File: src/rtl/sha256_pkg.sv
// sha256_pkg: shared definitions for the SHA-256 round core and its
// neighbours.
//   state_t      FSM encoding (IDLE, LOAD_H, INIT, ROUND, OUT, DONE)
//   HSEL/KSEL    HK_SELECTOR values of the H/K constant memory
//   work_t       eight 32-bit words, index 0 = a (or H0) ... 7 = h (or H7)
//   big_sigma0/1, ch, maj  SHA-256 round functions
package sha256_pkg;

  typedef enum logic [2:0] {
    ST_IDLE   = 3'd0,
    ST_LOAD_H = 3'd1,
    ST_INIT   = 3'd2,
    ST_ROUND  = 3'd3,
    ST_OUT    = 3'd4,
    ST_DONE   = 3'd5
  } state_t;

  localparam logic HSEL = 1'b0;
  localparam logic KSEL = 1'b1;

  typedef logic [7:0][31:0] work_t;

  // Rotations are written as fixed concatenations: ROTR^n(x) = {x[n-1:0], x[31:n]}.
  function automatic logic [31:0] big_sigma0(input logic [31:0] x);
    return {x[1:0], x[31:2]} ^ {x[12:0], x[31:13]} ^ {x[21:0], x[31:22]};
  endfunction

  function automatic logic [31:0] big_sigma1(input logic [31:0] x);
    return {x[5:0], x[31:6]} ^ {x[10:0], x[31:11]} ^ {x[24:0], x[31:25]};
  endfunction

  function automatic logic [31:0] ch(input logic [31:0] x, input logic [31:0] y,
                                     input logic [31:0] z);
    return (x & y) ^ (~x & z);
  endfunction

  function automatic logic [31:0] maj(input logic [31:0] x, input logic [31:0] y,
                                      input logic [31:0] z);
    return (x & y) ^ (x & z) ^ (y & z);
  endfunction

endpackage

File: src/rtl/sha256_round_core_if.sv
// sha256_round_core_if: memory-side bus of the round core.
//   MEM_RDY      constant memory ready (START is ignored while low)
//   HK_SELECTOR  0 = H constants, 1 = K constants
//   H_ADDR       H constant address (3 bits)
//   K_ADDR       K constant address (6 bits)
//   HK           constant data, valid one cycle after its address
//   W_ADDR       message schedule address (6 bits)
//   W            schedule data, valid one cycle after W_ADDR
// Handshake: there is no valid/ready pair on this bus. Addresses are
// accepted every cycle and the memories must return data exactly one cycle
// later; the core never stalls. MEM_RDY only gates the acceptance of START.
// master = round core, slave = H/K memory plus W memory.
interface sha256_round_core_if;
  logic        MEM_RDY;
  logic        HK_SELECTOR;
  logic [2:0]  H_ADDR;
  logic [5:0]  K_ADDR;
  logic [31:0] HK;
  logic [5:0]  W_ADDR;
  logic [31:0] W;

  modport master (
    input  MEM_RDY,
    input  HK,
    input  W,
    output HK_SELECTOR,
    output H_ADDR,
    output K_ADDR,
    output W_ADDR
  );

  modport slave (
    output MEM_RDY,
    output HK,
    output W,
    input  HK_SELECTOR,
    input  H_ADDR,
    input  K_ADDR,
    input  W_ADDR
  );
endinterface

File: src/rtl/sha256_round.sv
// sha256_round: one SHA-256 compression round, purely combinational.
//   cur  working registers a..h (index 0 = a)
//   k    round constant K[t]
//   w    schedule word W[t]
//   nxt  working registers after the round
module sha256_round
  import sha256_pkg::*;
(
  input  work_t       cur,
  input  logic [31:0] k,
  input  logic [31:0] w,
  output work_t       nxt
);

  logic [31:0] t1;
  logic [31:0] t2;

  always_comb begin
    t1 = cur[7] + big_sigma1(cur[4]) + ch(cur[4], cur[5], cur[6]) + k + w;
    t2 = big_sigma0(cur[0]) + maj(cur[0], cur[1], cur[2]);
    nxt    = cur;
    nxt[0] = t1 + t2;       // a
    nxt[1] = cur[0];        // b <- a
    nxt[2] = cur[1];        // c <- b
    nxt[3] = cur[2];        // d <- c
    nxt[4] = cur[3] + t1;   // e <- d + T1
    nxt[5] = cur[4];        // f <- e
    nxt[6] = cur[5];        // g <- f
    nxt[7] = cur[6];        // h <- g
  end

endmodule

File: src/rtl/sha256_round_core.sv
// sha256_round_core: SHA-256 compression of one 512-bit block.
// Reads H/K constants from the constant memory and W[t] from an external
// schedule memory, runs 64 rounds, then emits the eight updated hash words
// one per cycle and pulses DONE. CHAIN=1 reuses the internal hash state so
// multi-block messages can be processed back to back.
//   CLK, RST_N      clock, synchronous active-low reset
//   mem             memory bus (master side), see sha256_round_core_if
//   START, CHAIN    block request, sampled only in IDLE with MEM_RDY=1
//   BUSY            high in every state except IDLE
//   DIGEST_VALID/DIGEST_IDX/DIGEST  updated hash word i during OUT
//   DONE            one-cycle completion pulse
//   DBG_STATE       current FSM state
module sha256_round_core
  import sha256_pkg::*;
#(
  parameter int ROUNDS = 64
) (
  input  logic                       CLK,
  input  logic                       RST_N,
  sha256_round_core_if.master        mem,
  input  logic                       START,
  input  logic                       CHAIN,
  output logic                       BUSY,
  output logic                       DIGEST_VALID,
  output logic [2:0]                 DIGEST_IDX,
  output logic [31:0]                DIGEST,
  output logic                       DONE,
  output state_t                     DBG_STATE
);

  localparam int CW = $clog2(ROUNDS + 1);
  localparam logic [CW-1:0] LOAD_LAST = CW'(8);
  localparam logic [CW-1:0] ROUND_LAST = CW'(ROUNDS);
  // Address counters stop advancing once they reach the last round index.
  localparam logic [CW-1:0] ADDR_LAST = CW'(ROUNDS - 1);

  state_t          state_q;
  logic [CW-1:0]   cnt_q;
  logic [31:0]     h_q [8];
  work_t           work_q;
  work_t           work_nxt;

  logic            hk_sel_q;
  logic [2:0]      h_addr_q;
  logic [5:0]      k_addr_q;
  logic [5:0]      w_addr_q;
  logic            busy_q;
  logic            done_q;
  logic            dv_q;
  logic [2:0]      didx_q;

  logic [2:0]      load_idx;
  logic [31:0]     digest_word;

  // In LOAD_H cycle c the data on HK belongs to address c-1.
  assign load_idx    = 3'(cnt_q - 1'b1);
  assign digest_word = h_q[didx_q] + work_q[didx_q];

  sha256_round u_round (
    .cur (work_q),
    .k   (mem.HK),
    .w   (mem.W),
    .nxt (work_nxt)
  );

  always_ff @(posedge CLK) begin
    if (!RST_N) begin
      state_q  <= ST_IDLE;
      cnt_q    <= '0;
      work_q   <= '0;
      hk_sel_q <= 1'b0;
      h_addr_q <= '0;
      k_addr_q <= '0;
      w_addr_q <= '0;
      busy_q   <= 1'b0;
      done_q   <= 1'b0;
      dv_q     <= 1'b0;
      didx_q   <= '0;
      for (int i = 0; i < 8; i++) h_q[i] <= '0;
    end else begin
      case (state_q)
        ST_IDLE: begin
          if (START && mem.MEM_RDY) begin
            busy_q <= 1'b1;
            cnt_q  <= '0;
            if (CHAIN) begin
              state_q <= ST_INIT;
            end else begin
              state_q  <= ST_LOAD_H;
              hk_sel_q <= HSEL;
              h_addr_q <= '0;
            end
          end
        end

        ST_LOAD_H: begin
          // The constant lands in both the hash state and the working
          // register, which lets a fresh block skip INIT.
          if (cnt_q != '0) begin
            h_q[load_idx]    <= mem.HK;
            work_q[load_idx] <= mem.HK;
          end
          if (cnt_q == LOAD_LAST) begin
            state_q  <= ST_ROUND;
            cnt_q    <= '0;
            hk_sel_q <= KSEL;
            k_addr_q <= '0;
            w_addr_q <= '0;
          end else begin
            cnt_q <= cnt_q + 1'b1;
            if (h_addr_q != 3'd7) h_addr_q <= h_addr_q + 3'd1;
          end
        end

        ST_INIT: begin
          for (int i = 0; i < 8; i++) work_q[i] <= h_q[i];
          state_q  <= ST_ROUND;
          cnt_q    <= '0;
          hk_sel_q <= KSEL;
          k_addr_q <= '0;
          w_addr_q <= '0;
        end

        ST_ROUND: begin
          // Round t-1 executes in cycle t, when K/W for address t-1 arrive.
          if (cnt_q != '0) work_q <= work_nxt;
          if (cnt_q == ROUND_LAST) begin
            state_q <= ST_OUT;
            cnt_q   <= '0;
            dv_q    <= 1'b1;
            didx_q  <= '0;
          end else begin
            cnt_q <= cnt_q + 1'b1;
            if (cnt_q < ADDR_LAST) begin
              k_addr_q <= k_addr_q + 6'd1;
              w_addr_q <= w_addr_q + 6'd1;
            end
          end
        end

        ST_OUT: begin
          h_q[didx_q] <= digest_word;
          if (didx_q == 3'd7) begin
            state_q <= ST_DONE;
            dv_q    <= 1'b0;
            didx_q  <= '0;
            done_q  <= 1'b1;
          end else begin
            didx_q <= didx_q + 3'd1;
          end
        end

        ST_DONE: begin
          state_q <= ST_IDLE;
          done_q  <= 1'b0;
          busy_q  <= 1'b0;
        end

        default: begin
          state_q <= ST_IDLE;
          busy_q  <= 1'b0;
          done_q  <= 1'b0;
          dv_q    <= 1'b0;
        end
      endcase
    end
  end

  assign mem.HK_SELECTOR = hk_sel_q;
  assign mem.H_ADDR      = h_addr_q;
  assign mem.K_ADDR      = k_addr_q;
  assign mem.W_ADDR      = w_addr_q;

  assign BUSY         = busy_q;
  assign DONE         = done_q;
  assign DIGEST_VALID = dv_q;
  assign DIGEST_IDX   = didx_q;
  assign DIGEST       = dv_q ? digest_word : 32'd0;
  assign DBG_STATE    = state_q;

endmodule
File: src/flat_wrapper.sv
// flat-port wrapper written by rule: the top's interface ports become plain ports
module sha256_round_core_flat import sha256_pkg::*;
#(
  parameter int ROUNDS = 64
)
  (CLK, RST_N, START, CHAIN, BUSY, DIGEST_VALID, DIGEST_IDX, DIGEST, DONE, DBG_STATE, mem_MEM_RDY, mem_HK, mem_W, mem_HK_SELECTOR, mem_H_ADDR, mem_K_ADDR, mem_W_ADDR);
  sha256_round_core_if mem_i ();
  input  logic CLK;
  input  logic RST_N;
  input  logic START;
  input  logic CHAIN;
  output logic BUSY;
  output logic DIGEST_VALID;
  output logic [2:0] DIGEST_IDX;
  output logic [31:0] DIGEST;
  output logic DONE;
  output state_t DBG_STATE;
  input wire logic [$bits(mem_i.MEM_RDY)-1:0] mem_MEM_RDY;
  input wire logic [$bits(mem_i.HK)-1:0] mem_HK;
  input wire logic [$bits(mem_i.W)-1:0] mem_W;
  output wire logic [$bits(mem_i.HK_SELECTOR)-1:0] mem_HK_SELECTOR;
  output wire logic [$bits(mem_i.H_ADDR)-1:0] mem_H_ADDR;
  output wire logic [$bits(mem_i.K_ADDR)-1:0] mem_K_ADDR;
  output wire logic [$bits(mem_i.W_ADDR)-1:0] mem_W_ADDR;
  assign mem_i.MEM_RDY = mem_MEM_RDY;
  assign mem_i.HK = mem_HK;
  assign mem_i.W = mem_W;
  assign mem_HK_SELECTOR = mem_i.HK_SELECTOR;
  assign mem_H_ADDR = mem_i.H_ADDR;
  assign mem_K_ADDR = mem_i.K_ADDR;
  assign mem_W_ADDR = mem_i.W_ADDR;
  sha256_round_core #(.ROUNDS(ROUNDS)) u_core (.CLK(CLK), .RST_N(RST_N), .mem(mem_i), .START(START), .CHAIN(CHAIN), .BUSY(BUSY), .DIGEST_VALID(DIGEST_VALID), .DIGEST_IDX(DIGEST_IDX), .DIGEST(DIGEST), .DONE(DONE), .DBG_STATE(DBG_STATE));
endmodule
File: config.mk
export PLATFORM = sky130hd
export DESIGN_NAME = sha256_round_core_flat
export DESIGN_NICKNAME = d
export VERILOG_FILES = /design/src/rtl/sha256_pkg.sv /design/src/rtl/sha256_round_core_if.sv /design/src/rtl/sha256_round.sv /design/src/rtl/sha256_round_core.sv /design/src/flat_wrapper.sv
export SDC_FILE = /design/constraint.sdc
export NUM_CORES = 2
export LEC_CHECK = 0
export CORE_MARGIN = 4
export CORE_UTILIZATION = 25
export CTS_CLUSTER_SIZE = 30
export DETAILED_ROUTE_END_ITERATION = 7
export PLACE_DENSITY = 0.39
export SETUP_SLACK_MARGIN = 0.15
export SLEW_MARGIN = 20
export SYNTH_ARGS = -nofsm -noshare
export SYNTH_HDL_FRONTEND = slang
export SYNTH_SLANG_ARGS = --single-unit
File: constraint.sdc
create_clock -name CLK -period 18 [get_ports CLK]
set_input_delay 4.5 -clock CLK [delete_from_list [all_inputs] [get_ports CLK]]
set_output_delay 4.5 -clock CLK [all_outputs]
set_load 0.01 [all_outputs]
==> metrics.txt <==
required time at the endpoint of the critical path=around 14 ns; Final Critical Period=approximately 12 ns; Via Count=between 30000 and 40000; final hold violation count=0; CTS HTree Levels=3; wire length of the first global-routing pass=approximately 260000 um; final-report max-slew violation count=0; number of placement rows=roughly 150; share of cells above drive strength 1=0.1211; Max Clock Freq=about 84 MHz; total overflow reported by the global router=0; number of nets produced by synthesis=around 4400; number of nets in the finished design=4398; worst min-delay path class=reg -> reg; clock-pin slew reported for the worst setup and hold paths after clock tree synthesis=~0.06 ns; via count of the first global-routing pass=approximately 33000; CTS Hold Bufs=0; delay of the slowest critical-path stage=about 0.8 ns; post-route clock period utilization=0.6620; Worst Hold End=u_core.mem.HK_SELECTOR; Final Wtd Congestion=around 0.93; post-DR wirelength/cell=29.99 um; antenna violations before repair=3; DRC viols=0; Setup WS pre-CTS=roughly 5.5 ns; most repeated cell in the gate-level netlist after synthesis=nor2_1; cells along the critical path=buf_4, mux4_2, mux2_2, ha_1, fa_1, a21oi_1, nand4b_1, nand3_1, a21boi_2, and2b_1, o221ai_1, a21oi_1, xnor2_1, and2_1, clkdlybuf4s50_1; ranking of synthesized cells by area=edfxtp_1 19%, dfxtp_1 15%, mux4_2 7.3%, mux2i_1 6.4%, fa_1 6.4%; number of warning messages in the yosys log=0; number of synthesized register bits=between 500 and 600; Die Footprint=~0.16 sq mm; TritonCTS clock tree=done; cell accounting for the most synthesized area=edfxtp_1; number of inserted filler cells in the final layout=16400; post-route setup TNS=0 ns; number of cell instances on the worst register-to-register path=29; post-place instance area=about 0.043 sq mm; Leak Pwr=around 0.017 uW; Synth Cell Area=0.03943 sq mm; Commonest cells post-synth=584 x nor2_1, 344 x o21ai_0, 303 x inv_1; post-DR vias/cell=5.371; gr usage total=0.2220; power per cell area=around 120 mW/mm^2; vertical extent of the die=between 400 and 500 um; Cells after Synth=roughly 4100; area of the placeable core=approximately 0.16 sq mm; clk root buf=clkbuf_16; quantity of I/O buffers inserted on ports=125; Initial Utilization=0.2518; Detailed Routing Iterations Pass 1=7; worst endpoint data arrival time=~7.4 ns; number of enable-type register cells in the synthesized netlist=between 200 and 300; postcts setup bufs=0; later-pin clock latency in the skew report=0.70 ns; maximum clock path buffer count=3; post_cts resized=0; primary flip-flop cell chosen by synthesis mapping=dfxtp_1; final setup violation count=0; area growth from synthesis to layout=15.47%; Hold WS=0.4836 ns; measured slew at the worst slew-check pin=about 1.2 ns; Critical-path top delay cell=buf_4; largest fanout of any net on the critical path=32; sequential fraction of the synthesis area=0.3427; depth of the worst hold-timing path=2; most used cell along the critical path=a21oi_1; area share of the largest cell type after synthesis=0.1950; Fin Clk Skew=0.03657 ns; RSZ-0062 raised after global routing=no; share of synthesized registers carrying an async set or reset=0; Slew Limit Headroom=0.2221; clock buffer count from CTS=75; detailed placement HPWL=129700 um; Antenna Violating Nets Remaining=0; Register-to-Register Setup Slack=just over 9 ns; run status=complete, no violations; kind of start point of the critical path=register; Unique masters post-synth=84; Crit Path Category=reg -> out; worst IR drop on VDD=between 0.07 and 0.08 mV; number of DRC markers after the initial detailed-route iteration=roughly 3000; sort of element at the end of the critical path=output port; boundary pin count=126; average cell area after synthesis=just under 10 sq um; fin area=~0.046 sq mm; Die Span X=between 400 and 500 um; Final Worst Setup Slack=6.084 ns; max-capacitance violation count=0; pin count of the biggest net entering global routing=roughly 110; start point of the worst hold path=u_core.mem.HK_SELECTOR; aggregate routed wire length=185600 um; number of clock sinks seen by CTS=roughly 550
area by class of cell:
cell class	count	area [sq um]	area share
multi-input cells	2923	23770	0.5220
clock buffers	105	2092	0.04595
clock inverters	31	415.4	0.009124
inverters	303	1145	0.02515
repair buffers	221	1999	0.04391
flip-flops and latches	547	13540	0.2973
well taps	2058	2575	0.05656
diodes	1	2.502	0.00005496
routing by layer:
metal,vias up,global-route usage,wire [um]
met5,-,0,0
met4,0,0.05802,4908
met3,225,0.02866,10570
met2,1187,0.3589,85460
met1,17080,0.3127,84700
li1,14750,-,-
cells by family after synthesis:
group,after synthesis,share of synthesized area
xor gates and xnor gates,254,0.05661
buffers and inverters,625,0.06020
and+or+nand+nor,941,0.1025
adders and majority gates,260,0.1064
DFF,547,0.3427
AOI/OAI and AO/OA,1006,0.1706
muxes,462,0.1609
stage by stage:
step                instances    util  total power (uW)
floorplan                4095       -              2970
global placement         6051  0.2746              3676
detailed placement       6052  0.2748              3665
CTS                      6188  0.2908              5283
global route             6188  0.2908              5570
finish                   6189  0.2908              5276
power by group:
group,switching [uW],internal [uW],leakage (uW),total [uW]
combinational,1440,811,0.0111,2250
sequential,74.5,1360,0.00500,1440
clock,639,953,0.00122,1590
total,2150,3130,0.0173,5280
worst max-delay path, delay by kind of cell, from the launching register on:
family	cells	cell delay, ns
AOI/OAI and AO/OA	4	1.63
xor gates and xnor gates	1	0.22
adders and majority gates	2	0.72
buffers and inverters	2	1.33
DFF	1	0.74
muxes	2	0.90
and+or+nand+nor	4	1.15
how the worst max path moves through the flow:
stage | end | slack (ns) | startpoint | cells after the start
2_1_floorplan | register | 7.24 | mem_W[1] | 29
3_3_place_gp | register | 5.56 | mem_HK[1] | 30
3_5_place_dp | register | 5.53 | mem_HK[1] | 30
4_1_cts | DIGEST[24] | 6.01 | u_core.DIGEST_IDX[0] | 15
5_1_grt | DIGEST[24] | 5.86 | u_core.DIGEST_IDX[0] | 15
6_report | DIGEST[24] | 6.08 | u_core.DIGEST_IDX[0] | 15
cells in the final DEF, fill, tap and decap left out, types with 132 or more instances in the layout:
cell	count
dfxtp_1	283
mux2i_1	253
ha_1	132
nor2_1	579
xnor2_1	149
edfxtp_1	256
o21ai_0	344
inv_1	302
o221ai_1	210
a21oi_1	153
Note: power is estimated with default switching activity, not from simulation.
